--- src/rtl/qam_pkg.sv ---
// Shared constants and helpers for the QAM symbol packer: modulation codes,
// a constant-capable clog2 and the mode-to-chunk-count clamp.
package qam_pkg;

    localparam int MODE_QPSK  = 0;
    localparam int MODE_QAM16 = 1;
    localparam int MODE_QAM64 = 2;

    function automatic int clog2(input int value);
        int r;
        r = 0;
        while ((1 << r) < value) begin
            r = r + 1;
        end
        return r;
    endfunction

    // Out-of-range modes saturate to the largest supported symbol.
    function automatic int chunks_of(input int mode_val, input int max_chunks);
        if (mode_val >= max_chunks) begin
            return max_chunks;
        end
        return mode_val + 1;
    endfunction

endpackage

--- src/rtl/qam_out_stage.sv ---
// One-entry valid/ready output register. A new symbol may replace the held one
// in the same cycle it is consumed, so back-to-back symbols see no bubble.
module qam_out_stage #(
    parameter int OUT_W = 6
) (
    input  logic             clk,
    input  logic             rst,
    input  logic             load,
    input  logic [OUT_W-1:0] ld_data,
    input  logic             dout_ready,
    output logic [OUT_W-1:0] dout,
    output logic             dout_valid,
    output logic             slot_free
);

    logic [OUT_W-1:0] dout_q, dout_d;
    logic             valid_q, valid_d;

    always_comb begin
        dout_d  = dout_q;
        valid_d = valid_q;
        if (load) begin
            dout_d  = ld_data;
            valid_d = 1'b1;
        end else if (valid_q && dout_ready) begin
            valid_d = 1'b0;
        end
    end

    always_ff @(posedge clk) begin
        if (rst) begin
            dout_q  <= '0;
            valid_q <= 1'b0;
        end else begin
            dout_q  <= dout_d;
            valid_q <= valid_d;
        end
    end

    assign dout       = dout_q;
    assign dout_valid = valid_q;
    assign slot_free  = !valid_q || dout_ready;

endmodule

--- src/rtl/qam_sym_packer.sv ---
// Packs DIN_W-bit chunks MSB-first into QPSK/QAM16/QAM64 symbols with
// valid/ready on both sides and a flush that emits a zero-padded partial symbol.
module qam_sym_packer
    import qam_pkg::*;
#(
    parameter int DIN_W      = 2,
    parameter int MAX_CHUNKS = 3,
    parameter int MODE_W     = 2
) (
    input  logic                        clk,
    input  logic                        rst,
    input  logic [MODE_W-1:0]           mode,
    input  logic [DIN_W-1:0]            din,
    input  logic                        din_valid,
    output logic                        din_ready,
    input  logic                        flush,
    output logic [DIN_W*MAX_CHUNKS-1:0] dout,
    output logic                        dout_valid,
    input  logic                        dout_ready
);

    localparam int OUT_W = DIN_W * MAX_CHUNKS;
    localparam int CHK_W = (clog2(MAX_CHUNKS + 1) > 0) ? clog2(MAX_CHUNKS + 1) : 1;

    logic [OUT_W-1:0]  acc_q, acc_d;
    logic [CHK_W-1:0]  cnt_q, cnt_d;
    logic [MODE_W-1:0] mode_q, mode_d;

    logic [MODE_W-1:0] mode_clamped;
    logic [CHK_W-1:0]  chunks_in, chunks_held, chunks_cur, cnt_inc;
    logic [OUT_W-1:0]  acc_shift, flush_data, ld_data;
    logic              slot_free, fire_in, completing, flush_go, load;

    assign mode_clamped = MODE_W'(chunks_of(int'(mode), MAX_CHUNKS) - 1);
    assign chunks_in    = CHK_W'(chunks_of(int'(mode), MAX_CHUNKS));
    assign chunks_held  = CHK_W'(int'(mode_q) + 1);

    // The first chunk of a symbol decides its size, so the live mode applies only at cnt==0.
    assign chunks_cur = (cnt_q == '0) ? chunks_in : chunks_held;
    assign cnt_inc    = cnt_q + CHK_W'(1);

    // Only the completing chunk needs a free output slot; earlier chunks keep filling acc.
    assign din_ready  = !flush && (slot_free || (cnt_inc < chunks_cur));
    assign fire_in    = din_valid && din_ready;
    assign completing = fire_in && (cnt_inc == chunks_cur);
    assign flush_go   = flush && (cnt_q != '0) && slot_free;

    assign acc_shift  = (acc_q << DIN_W) | OUT_W'(din);
    assign flush_data = acc_q << (DIN_W * (int'(chunks_held) - int'(cnt_q)));

    always_comb begin
        acc_d   = acc_q;
        cnt_d   = cnt_q;
        mode_d  = mode_q;
        load    = 1'b0;
        ld_data = '0;
        if (fire_in) begin
            if (cnt_q == '0) begin
                mode_d = mode_clamped;
            end
            if (completing) begin
                load    = 1'b1;
                ld_data = acc_shift;
                acc_d   = '0;
                cnt_d   = '0;
            end else begin
                acc_d = acc_shift;
                cnt_d = cnt_inc;
            end
        end else if (flush_go) begin
            load    = 1'b1;
            ld_data = flush_data;
            acc_d   = '0;
            cnt_d   = '0;
        end
    end

    always_ff @(posedge clk) begin
        if (rst) begin
            acc_q  <= '0;
            cnt_q  <= '0;
            mode_q <= '0;
        end else begin
            acc_q  <= acc_d;
            cnt_q  <= cnt_d;
            mode_q <= mode_d;
        end
    end

    qam_out_stage #(
        .OUT_W(OUT_W)
    ) u_out_stage (
        .clk       (clk),
        .rst       (rst),
        .load      (load),
        .ld_data   (ld_data),
        .dout_ready(dout_ready),
        .dout      (dout),
        .dout_valid(dout_valid),
        .slot_free (slot_free)
    );

endmodule
--- config.mk ---
export PLATFORM = sky130hd
export DESIGN_NAME = qam_sym_packer
export DESIGN_NICKNAME = d
export VERILOG_FILES = /design/src/rtl/qam_pkg.sv /design/src/rtl/qam_out_stage.sv /design/src/rtl/qam_sym_packer.sv
export SDC_FILE = /design/constraint.sdc
export NUM_CORES = 1
export LEC_CHECK = 0
export ABC_AREA = 1
export CAP_MARGIN = 20
export CORE_ASPECT_RATIO = 1.4
export CORE_UTILIZATION = 51
export DETAILED_ROUTE_END_ITERATION = 16
export PLACE_DENSITY = 0.82
export RECOVER_POWER = 25
export SYNTH_ARGS = -nofsm -noshare
export SYNTH_HDL_FRONTEND = slang
export SYNTH_HIERARCHICAL = 1
export SYNTH_SLANG_ARGS = --single-unit
--- constraint.sdc ---
create_clock -name clk -period 2.85 [get_ports clk]
set_input_delay 0.57 -clock clk [delete_from_list [all_inputs] [get_ports clk]]
set_output_delay 0.57 -clock clk [all_outputs]
set_load 0.01 [all_outputs]
==> impl_metrics.json <==
{
  "outcome": "finished, final reports clean",
  "drt-vias-per-instance": 5.69,
  "clock_skew_ps": 4.07,
  "synthTopCellsByArea": "dfxtp_1 (34%), nand2_1 (8.7%), o21ai_0 (7.1%)",
  "path_class": "in2out",
  "path_max_fanout": 3,
  "wl_per_cell_um": 13.3,
  "grtUsageTotal_pct": 26.0,
  "rr_startpoint": "cnt_q[0]$_SDFFE_PP0P_",
  "holdCritPathClass": "reg2reg",
  "async_flop_share_pct": 0,
  "rrSetupSlack_ps": 520,
  "ios": 17,
  "min_from": "mode_q[1]$_SDFFE_PP0P_",
  "synth-seq-area-share_pct": 34.3,
  "synth-seq-cells": 17,
  "yosysTopAreaCell": "dfxtp_1",
  "cp.required_ps": 2280,
  "cp-end-kind": "output pin",
  "drtIter0Drc": 26,
  "die-area_um2": 2130,
  "antenna_found_initial": 0,
  "yosysMostFrequentCell": "nand2_1",
  "drc": 0,
  "finalCritPeriodShare_pct": 93.3,
  "grt_first_pass_wirelength_um": 3770,
  "ir_worst_vdd_mv": 0.425,
  "finalPower_uw": 602,
  "fmax_ghz": 0.376,
  "vias": 1012,
  "clk_pin_slew_worst_paths_ps": 90,
  "worstPathArrival_ps": 2090,
  "placed_cells": 174,
  "syn_avg_cell_area_um2": 7.24,
  "initial_core_util_pct": 55.1,
  "synth_cell_type_count": 24,
  "cellLeakagePower_nw": 0.521,
  "dr.pass1.iters": 4,
  "io_buffers": 16,
  "timing.rr.end": "u_out_stage/dout[1]$_SDFFE_PP0P_",
  "yosys_warnings": 6,
  "antenna-diode-count": 0,
  "routed_wl_um": 2360,
  "synth_top_area_share_pct": 34.3,
  "antenna_left": 0,
  "grt_max_degree": 13,
  "die_h_um": 54.2,
  "place_hpwl_um": 1770,
  "wl_met2_um": 1240,
  "synth-edff-count": 0,
  "met1_length_um": 947,
  "nNetsFinal": 173,
  "setup_violations": 0,
  "ctsHtreeMaxLevel": 1,
  "holdPathStages": 2,
  "cts.sinks": 17,
  "cellPowerDensity_nw_per_um2": 494,
  "synth_commonest_cells": "nand2_1 (23), dfxtp_1 (17), o21ai_0 (14)",
  "tightest_slew_ps": 487,
  "cp-start-kind": "input port",
  "grt_pass1_vias": 937,
  "cap_violations": 0,
  "post_dp_cell_area_um2": 1190,
  "cts_buffer_depth": 2,
  "row_count": 18,
  "relSlewSlack_pct": 67.4,
  "gr-total-overflow": 0,
  "cts_tree": "built",
  "clk_latency_ps": 310,
  "fin_crit_ps": 2660,
  "core_area_um2": 1800,
  "hold_violations": 0,
  "drv_slew": 0,
  "synthFlopType": "dfxtp_1",
  "root_buffer": "clkbuf_4",
  "holdPathEnd": "mode_q[1]$_SDFFE_PP0P_",
  "numCtsBuffers": 3,
  "gp_congestion": 0.903,
  "syn2layout_area_growth_pct": 22.8,
  "syn_area_um2": 992,
  "synthCells": 137,
  "fin_area_um2": 1220,
  "drive_gt1_share_pct": 12.7,
  "rsz0062_at_grt": "no",
  "routed.top_layer": "met4",
  "routed-wl-met3_um": 113,
  "syn-num-nets": 151,
  "reg2reg_depth": 14,
  "postCtsSetupBuffers": 0,
  "final_cells": 178,
  "die_w_um": 39.3
}
worst max path at each step:
stage / start / end / slack (ps) / cells after the start
6_report: mode[1] / din_ready / 190 / 9
5_1_grt: mode[0] / din_ready / 70 / 9
4_1_cts: mode[1] / din_ready / 180 / 9
3_5_place_dp: mode[1] / din_ready / -80 / 9
3_3_place_gp: mode[0] / din_ready / -8 / 9
2_1_floorplan: cnt_q[0]$_SDFFE_PP0P_ / u_out_stage/dout[1]$_SDFFE_PP0P_ / 710 / 14
state kept, by name (all words and copies together), names as in the netlist:
register / count
mode_q: 2
u_out_stage/dout: 6
u_out_stage/dout_valid: 1
acc_q: 6
cnt_q: 2
cells in the final DEF, fill, tap and decap left out, types with 2 or more instances in the layout:
master,instances
inv_2,4
nor2_1,13
dfxtp_1,16
inv_1,12
buf_4,5
a21oi_1,12
ha_1,3
nand4_1,11
a21oi_2,2
dlygate4sd3_1,6
nand3_4,2
clkdlybuf4s50_1,9
nand2_1,23
o21ai_0,14
clkbuf_4,3
nand3_1,11
stage by stage:
| step | setup WS [ps] | hold WS (ps) | utilization (%) | setup TNS, ps |
|---|---|---|---|---|
| 2_1_floorplan | 709 | 457 | - | 0 |
| 3_3_place_gp | -7.95 | 467 | 66.0 | -7.95 |
| 3_5_place_dp | -82.3 | 477 | 66.0 | -82.3 |
| 4_1_cts | 184 | 492 | 67.6 | 0 |
| 5_1_grt | 69.8 | 511 | 67.6 | 0 |
| 6_report | 191 | 491 | 67.6 | 0 |
report_power, final:
part	switching, mW	internal (mW)	total (mW)	leakage, nW
Sequential	0.0123	0.257	0.270	0.139
Clock	0.0806	0.0548	0.135	0.0150
Combinational	0.115	0.0819	0.197	0.367
logic make-up (layout without fill, tap and decap cells):
kind of cell               Yosys count  count (layout)  synth area share [%]
AOI/OAI and AO/OA                   31              31                  17.2
xor gates and xnor gates             1               1                 0.883
adders and majority gates            5               5                  7.06
buffers and inverters               20              41                  8.57
DFF                                 17              17                  34.3
and+or+nand+nor                     63              63                  32.0
worst max-delay path, cell delays in order:
cell and delay (ps):
clkdlybuf4s50_1 510, nor2_1 70, o21ai_0 170, ha_1 170
inv_1 40, nand2_1 40, nand2_1 80, a21oi_2 150
dlygate4sd2_1 280
area by class of cell:
type | instances | area [um2]
tap | 20 | 25.0
sequential | 17 | 342
multi-input combinational | 100 | 569
timing repair buffer | 21 | 196
inverter | 16 | 60.1
clock buffer | 4 | 26.3
fill | 163 | 583
metal layers:
metal,vias up,global-route usage [%]
met5,-,0
met4,0,13.8
met3,5,3.72
met2,37,48.9
met1,461,26.3
li1,509,-
what timing repair did:
item | CTS | global route
resized for setup | 3 | 0
hold endpoints to repair | 0 | 0
endpoints found under the setup margin | 1 | 0
hold buffers | 0 | 0
(Power assumes the default switching activity.)
